==> config.mk <==
export PLATFORM = sky130hd
export DESIGN_NAME = riscv_m_unit_pipe
export DESIGN_NICKNAME = d
export VERILOG_FILES = /design/src/rtl/riscv_m_pkg.sv /design/src/rtl/riscv_m_divider.sv /design/src/rtl/riscv_m_unit_pipe.sv
export SDC_FILE = /design/constraint.sdc
export NUM_CORES = 2
export LEC_CHECK = 0
export ABC_AREA = 1
export CAP_MARGIN = 40
export CORE_MARGIN = 3
export CORE_UTILIZATION = 58
export CTS_CLUSTER_SIZE = 16
export DETAILED_ROUTE_END_ITERATION = 8
export PLACE_DENSITY = 0.78
export SYNTH_ARGS = -nofsm -noshare
export SYNTH_HDL_FRONTEND = slang
export SYNTH_HIERARCHICAL = 1
export SYNTH_SLANG_ARGS = --single-unit
==> constraint.sdc <==
create_clock -name clk -period 10.4 [get_ports clk]
set_input_delay 1.56 -clock clk [delete_from_list [all_inputs] [get_ports clk]]
set_output_delay 1.56 -clock clk [all_outputs]
set_load 0.005 [all_outputs]
==> src/rtl/riscv_m_pkg.sv <==
// Shared types and helpers for the RV32M/RV64M execute unit.
package riscv_m_pkg;

    typedef enum logic [2:0] {
        MUL    = 3'd0,
        MULH   = 3'd1,
        MULHSU = 3'd2,
        MULHU  = 3'd3,
        DIV    = 3'd4,
        DIVU   = 3'd5,
        REM    = 3'd6,
        REMU   = 3'd7
    } m_func3_e;

    typedef enum logic [2:0] {
        IDLE,
        NORM,
        ITER,
        FIX,
        HOLD
    } div_state_e;

    localparam int unsigned CLZ_W = 7;

    // Leading-zero count of a 64-bit word; returns 64 for zero.
    function automatic logic [CLZ_W-1:0] clz64(input logic [63:0] x);
        logic [CLZ_W-1:0] n;
        logic             found;
        n     = CLZ_W'(64);
        found = 1'b0;
        for (int i = 63; i >= 0; i--) begin
            if (!found && x[i]) begin
                n     = CLZ_W'(63 - i);
                found = 1'b1;
            end
        end
        return n;
    endfunction

endpackage

==> src/rtl/riscv_m_divider.sv <==
// Iterative radix-2 restoring divider with leading-zero early-out,
// divide-by-zero/overflow fast paths and a last-result cache.
module riscv_m_divider
    import riscv_m_pkg::*;
#(
    parameter int unsigned XLEN  = 32,
    parameter int unsigned TAG_W = 5
) (
    input  logic             clk,
    input  logic             reset,
    input  logic             flush,
    input  logic             i_start,
    input  logic             i_sgn,
    input  logic             i_rem,
    input  logic [XLEN-1:0]  i_rs1,
    input  logic [XLEN-1:0]  i_rs2,
    input  logic [TAG_W-1:0] i_tag,
    input  logic             i_stall,
    output logic             o_busy,
    output logic             o_done_c,
    output logic [XLEN-1:0]  o_res_c,
    output logic [TAG_W-1:0] o_tag
);

    localparam int unsigned CW = $clog2(XLEN) + 1;

    div_state_e       r_state;
    logic             r_busy, r_sgn, r_rem_op;
    logic [XLEN-1:0]  r_a, r_b, r_dvd, r_rmd, r_babs, r_res;
    logic [TAG_W-1:0] r_tag;
    logic [CW-1:0]    r_cnt;
    logic             r_c_v, r_c_sgn;
    logic [XLEN-1:0]  r_c_a, r_c_b, r_c_q, r_c_r;

    logic             w_dz, w_ovf, w_hit, w_neg_a, w_neg_b, w_ge;
    logic [XLEN-1:0]  w_fast_res, w_abs_a, w_abs_b, w_sub, w_q_fix, w_r_fix, w_fix_res;
    logic [XLEN:0]    w_sh;
    logic [CLZ_W-1:0] w_clz;
    logic [CW-1:0]    w_n;

    // Fast-path detection on the issuing operands
    assign w_dz  = (i_rs2 == '0);
    assign w_ovf = i_sgn && (i_rs1 == {1'b1, {(XLEN-1){1'b0}}}) && (&i_rs2);
    assign w_hit = r_c_v && (i_rs1 == r_c_a) && (i_rs2 == r_c_b) && (i_sgn == r_c_sgn);
    assign w_fast_res = w_dz  ? (i_rem ? i_rs1 : '1) :
                        w_ovf ? (i_rem ? '0 : i_rs1) :
                                (i_rem ? r_c_r : r_c_q);

    // Normalisation: magnitudes and significant-bit count of the dividend
    assign w_neg_a = r_sgn && r_a[XLEN-1];
    assign w_neg_b = r_sgn && r_b[XLEN-1];
    assign w_abs_a = w_neg_a ? -r_a : r_a;
    assign w_abs_b = w_neg_b ? -r_b : r_b;
    assign w_clz   = clz64(64'(w_abs_a) << (64 - XLEN));
    assign w_n     = (w_abs_a == '0) ? CW'(1) : CW'(CLZ_W'(XLEN) - w_clz);

    // One restoring step; partial remainder always stays below the divisor
    assign w_sh  = {r_rmd, r_dvd[XLEN-1]};
    assign w_ge  = (w_sh >= {1'b0, r_babs});
    assign w_sub = w_sh[XLEN-1:0] - r_babs;

    assign w_q_fix   = (r_sgn && (r_a[XLEN-1] ^ r_b[XLEN-1])) ? -r_dvd : r_dvd;
    assign w_r_fix   = w_neg_a ? -r_rmd : r_rmd;
    assign w_fix_res = r_rem_op ? w_r_fix : w_q_fix;

    assign o_busy   = r_busy;
    assign o_done_c = (r_state == FIX) || (r_state == HOLD);
    assign o_res_c  = (r_state == HOLD) ? r_res : w_fix_res;
    assign o_tag    = r_tag;

    always_ff @(posedge clk) begin
        if (reset) begin
            r_state  <= IDLE;
            r_busy   <= 1'b0;
            r_sgn    <= 1'b0;
            r_rem_op <= 1'b0;
            r_a      <= '0;
            r_b      <= '0;
            r_dvd    <= '0;
            r_rmd    <= '0;
            r_babs   <= '0;
            r_res    <= '0;
            r_tag    <= '0;
            r_cnt    <= '0;
            r_c_v    <= 1'b0;
            r_c_sgn  <= 1'b0;
            r_c_a    <= '0;
            r_c_b    <= '0;
            r_c_q    <= '0;
            r_c_r    <= '0;
        end else if (flush) begin
            r_state <= IDLE;
            r_busy  <= 1'b0;
        end else begin
            case (r_state)
                IDLE: begin
                    if (i_start) begin
                        r_a      <= i_rs1;
                        r_b      <= i_rs2;
                        r_sgn    <= i_sgn;
                        r_rem_op <= i_rem;
                        r_tag    <= i_tag;
                        r_busy   <= 1'b1;
                        if (w_dz || w_ovf || w_hit) begin
                            r_res   <= w_fast_res;
                            r_state <= HOLD;
                        end else begin
                            r_state <= NORM;
                        end
                    end
                end
                NORM: begin
                    r_dvd   <= w_abs_a << w_clz;
                    r_rmd   <= '0;
                    r_babs  <= w_abs_b;
                    r_cnt   <= w_n;
                    r_state <= ITER;
                end
                ITER: begin
                    r_dvd <= {r_dvd[XLEN-2:0], w_ge};
                    r_rmd <= w_ge ? w_sub : w_sh[XLEN-1:0];
                    r_cnt <= r_cnt - CW'(1);
                    if (r_cnt == CW'(1)) r_state <= FIX;
                end
                FIX: begin
                    r_c_v   <= 1'b1;
                    r_c_a   <= r_a;
                    r_c_b   <= r_b;
                    r_c_sgn <= r_sgn;
                    r_c_q   <= w_q_fix;
                    r_c_r   <= w_r_fix;
                    if (i_stall) begin
                        r_res   <= w_fix_res;
                        r_state <= HOLD;
                    end else begin
                        r_busy  <= 1'b0;
                        r_state <= IDLE;
                    end
                end
                HOLD: begin
                    if (!i_stall) begin
                        r_busy  <= 1'b0;
                        r_state <= IDLE;
                    end
                end
                default: r_state <= IDLE;
            endcase
        end
    end

endmodule

==> src/rtl/riscv_m_unit_pipe.sv <==
// RV32M/RV64M execute unit: pipelined multiplier, iterative divider and
// a shared registered result port where multiplies take priority.
module riscv_m_unit_pipe
    import riscv_m_pkg::*;
#(
    parameter int unsigned XLEN       = 32,
    parameter int unsigned MUL_STAGES = 2,
    parameter int unsigned TAG_W      = 5
) (
    input  logic             clk,
    input  logic             reset,
    input  logic             valid,
    input  logic [2:0]       func3,
    input  logic [XLEN-1:0]  rs1,
    input  logic [XLEN-1:0]  rs2,
    input  logic [TAG_W-1:0] tag,
    input  logic             flush,
    output logic             busy,
    output logic             ready,
    output logic             wr,
    output logic [XLEN-1:0]  rd,
    output logic [TAG_W-1:0] rd_tag
);

    logic              w_accept, w_issue_mul, w_issue_div, w_sa, w_sb, w_mul_v;
    logic [2*XLEN-1:0] w_ma, w_mb, w_prod;
    logic [XLEN-1:0]   w_mul_res, w_mul_d, w_div_res;
    logic [TAG_W-1:0]  w_mul_t, w_div_tag;
    logic              w_div_done, w_div_busy;

    assign w_accept    = valid && !w_div_busy && !flush;
    assign w_issue_mul = w_accept && !func3[2];
    assign w_issue_div = w_accept &&  func3[2];

    // Sign-extend both operands to 2*XLEN; low 2*XLEN product bits are exact
    assign w_sa      = (func3 == MULH) || (func3 == MULHSU);
    assign w_sb      = (func3 == MULH);
    assign w_ma      = {{XLEN{w_sa & rs1[XLEN-1]}}, rs1};
    assign w_mb      = {{XLEN{w_sb & rs2[XLEN-1]}}, rs2};
    assign w_prod    = w_ma * w_mb;
    assign w_mul_res = (func3 == MUL) ? w_prod[XLEN-1:0] : w_prod[2*XLEN-1:XLEN];

    if (MUL_STAGES > 1) begin : g_pipe
        localparam int unsigned D = MUL_STAGES - 1;
        logic             r_pv [D];
        logic [XLEN-1:0]  r_pd [D];
        logic [TAG_W-1:0] r_pt [D];

        always_ff @(posedge clk) begin
            if (reset || flush) begin
                for (int i = 0; i < D; i++) r_pv[i] <= 1'b0;
            end else begin
                r_pv[0] <= w_issue_mul;
                for (int i = 1; i < D; i++) r_pv[i] <= r_pv[i-1];
            end
            r_pd[0] <= w_mul_res;
            r_pt[0] <= tag;
            for (int i = 1; i < D; i++) begin
                r_pd[i] <= r_pd[i-1];
                r_pt[i] <= r_pt[i-1];
            end
        end

        assign w_mul_v = r_pv[D-1];
        assign w_mul_d = r_pd[D-1];
        assign w_mul_t = r_pt[D-1];
    end else begin : g_comb
        assign w_mul_v = w_issue_mul;
        assign w_mul_d = w_mul_res;
        assign w_mul_t = tag;
    end

    riscv_m_divider #(
        .XLEN  (XLEN),
        .TAG_W (TAG_W)
    ) u_div (
        .clk      (clk),
        .reset    (reset),
        .flush    (flush),
        .i_start  (w_issue_div),
        .i_sgn    (!func3[0]),
        .i_rem    (func3[1]),
        .i_rs1    (rs1),
        .i_rs2    (rs2),
        .i_tag    (tag),
        .i_stall  (w_mul_v),
        .o_busy   (w_div_busy),
        .o_done_c (w_div_done),
        .o_res_c  (w_div_res),
        .o_tag    (w_div_tag)
    );

    assign busy = w_div_busy;

    // Result port: multiply wins, the divider retries from HOLD
    always_ff @(posedge clk) begin
        if (reset) begin
            ready  <= 1'b0;
            wr     <= 1'b0;
            rd     <= '0;
            rd_tag <= '0;
        end else if (flush) begin
            ready <= 1'b0;
            wr    <= 1'b0;
        end else if (w_mul_v) begin
            ready  <= 1'b1;
            wr     <= (w_mul_t != '0);
            rd     <= w_mul_d;
            rd_tag <= w_mul_t;
        end else if (w_div_done) begin
            ready  <= 1'b1;
            wr     <= (w_div_tag != '0);
            rd     <= w_div_res;
            rd_tag <= w_div_tag;
        end else begin
            ready <= 1'b0;
            wr    <= 1'b0;
        end
    end

endmodule

==> results.json <==
{
  "status": "complete, no violations",
  "hold_viol_final": 0,
  "insertion_delay_ns": 0.62,
  "worstPathRequired_ns": 10.88,
  "critPathMaxStageDelay_ns": 0.92,
  "postCtsSetupBuffers": 0,
  "synth_area_sq_um": 64600,
  "yosys.area.top_type": "fa_1",
  "antenna_found_initial": 10,
  "synthTopCellsByArea": "fa_1, dfxtp_1, inv_1",
  "synth_top_cells_by_count": "inv_1, nand2_1, fa_1, o21ai_0, a21oi_1",
  "fin_crit_sh": 0.915,
  "via_count": 58495,
  "overflow": 0,
  "worst_pin_slew_ns": 1.01,
  "grtUsageTotal": 0.397,
  "syn_inst": 8687,
  "synthFlopType": "dfxtp_1",
  "ctsRootBufferMaster": "clkbuf_16",
  "drive_above_1_share": 0.0545,
  "nets": 10006,
  "hold_path.class": "reg -> reg",
  "path_clk_slew_ns": 0.07,
  "drtIter0Drc": 6532,
  "ctsHtreeMaxLevel": 2,
  "rsz0062_at_grt": "no",
  "crit_fanout": 12,
  "wirelength_um": 229000,
  "clkSinkCount": 416,
  "syn_avg_cell_area_sq_um": 7.43,
  "portBuffers": 115,
  "min_from": "u_div/r_res[12]",
  "rrSetupSlack_ns": 4.85,
  "grt_pass1_wl_um": 350000,
  "fin_skew_ns": 0.0401,
  "grt_max_degree": 101,
  "ioPinCount": 116,
  "core_sq_um": 110000,
  "vias_per_cell": 5.81,
  "crit_path_frequent_cell": "fa_1",
  "reg2reg_depth": 25,
  "max_cap_violations": 0,
  "r2r_start": "u_div/r_a[31]",
  "fp.dieW_um": 340,
  "die_h_um": 340,
  "hpwl_um": 182000,
  "startpoint_type": "input port",
  "crit_arrival_ns": 10.00,
  "post_cts_resized": 0,
  "worstHoldEndpoint": "u_div/r_res[12]",
  "synth_edf_count": 0,
  "wl_per_cell_um": 22.8,
  "period_minus_slack_ns": 9.52,
  "yosys_warnings": 6,
  "die-area_sq_um": 115000,
  "worst-setup-path-type": "in -> reg",
  "synth_top_area_frac": 0.349,
  "cts_tree": "yes",
  "async_reset_ff_frac": 0,
  "min_path_cells": 2,
  "postRouteAntennaNets": 0,
  "drt_pass1_iterations": 6,
  "setup_viol": 0,
  "syn_nets": 10140,
  "numCtsBuffers": 41,
  "max_freq_mhz": 105,
  "setup_tns_ns": 0,
  "synth_seq_area_share": 0.129,
  "slew_headroom": 0.326,
  "gp_congestion": 1.06,
  "cp-end-kind": "flop",
  "yosysMostFrequentCell": "inv_1",
  "synth_cell_types": 70,
  "placementRows": 121,
  "ys_seq_elements": 416,
  "critical_path.slowest_cell": "fa_1",
  "finalMaxSlewViolations": 0,
  "grt_pass1_vias": 57960,
  "syn2layout_area_growth_pct": 6.27,
  "cts.path.max_buffers": 3,
  "r2r_end": "u_div/r_dvd[30]",
  "start_util": 0.589,
  "drc": 0,
  "cts_hold_buf": 0
}
worst max-delay path by stage:
stage,startpoint,end,slack (ns),cells after the start
floorplan,func3[2],g_pipe.r_pd[0][27],1.71,30
global placement,func3[2],g_pipe.r_pd[0][27],0.38,29
CTS,func3[2],g_pipe.r_pd[0][27],0.95,29
global route,func3[2],g_pipe.r_pd[0][29],0.43,31
finish,func3[2],g_pipe.r_pd[0][27],0.88,29
detailed placement,func3[2],g_pipe.r_pd[0][27],0.32,29
layer usage:
metal | share of wire | GRT usage | up-vias
li1 | - | - | 25908
met1 | 0.39 | 0.536 | 28554
met2 | 0.44 | 0.603 | 3434
met3 | 0.11 | 0.0876 | 597
met4 | 0.061 | 0.203 | 2
met5 | 0.000052 | 0 | -
area by class of cell:
class / count / area [sq um]
Fill cell: 9786 / 41000
Inverter: 1986 / 7460
Sequential cell: 416 / 8330
Multi-Input combinational cell: 5821 / 47000
Timing Repair Buffer: 287 / 2470
Clock buffer: 52 / 1170
Antenna cell: 8 / 20.0
Tap cell: 1476 / 1850
Clock inverter: 23 / 290
placed cells by master, fill, tap and decap left out, types with 20 or more instances in the layout:
master	synthesis	routed
buf_4	1	148
a21oi_1	465	465
nand3_1	387	386
nor4_1	27	27
nand2_1	1867	1866
or2_2	31	31
inv_1	1958	1955
inv_2	20	22
o31ai_1	24	24
o211ai_1	20	20
o21ai_0	488	488
ha_1	251	251
fa_1	1126	1126
o21ai_1	24	24
nor2_2	27	29
xnor2_1	40	40
nor3_1	60	58
xor2_1	169	169
dfxtp_1	416	416
nand4_1	100	100
clkbuf_16	0	42
a31oi_1	56	56
clkdlybuf4s50_1	0	55
mux2i_1	21	21
buf_2	27	59
nor2_1	461	456
cell families after synthesis:
family	count (synthesis)	synth area share
AO/OA/AOI/OAI	1168	0.0978
flip-flops	416	0.129
AND/OR/NAND/NOR	3041	0.199
multiplexers	21	0.00325
buffers and inverters	2450	0.143
XOR/XNOR	214	0.0296
adder cells (fa/ha/maj)	1377	0.398
per-stage QoR:
| step | util | instances | setup slack, ns | cell area [sq um] | hold WS [ns] |
|---|---|---|---|---|---|
| final | 0.626 | 10069 | 0.880 | 68600 | 0.469 |
| after global routing | 0.626 | 10065 | 0.435 | 68600 | 0.482 |
| after CTS | 0.626 | 10059 | 0.951 | 68600 | 0.468 |
| after detailed placement | 0.612 | 9984 | 0.323 | 67100 | 0.458 |
| after global placement | 0.609 | 9967 | 0.385 | 66800 | 0.453 |
| after floorplan | - | 8687 | 1.71 | 64600 | 0.436 |
worst max-delay path, delay by kind of cell:
family        cells  cell delay [ns]
fa+ha+maj         9             5.21
buf+inv           7             1.49
simple gates     13             1.72
Power is left out: the tool's default activity adds up to more than one toggle a clock period on the data nets, which glitch-free logic cannot reach.
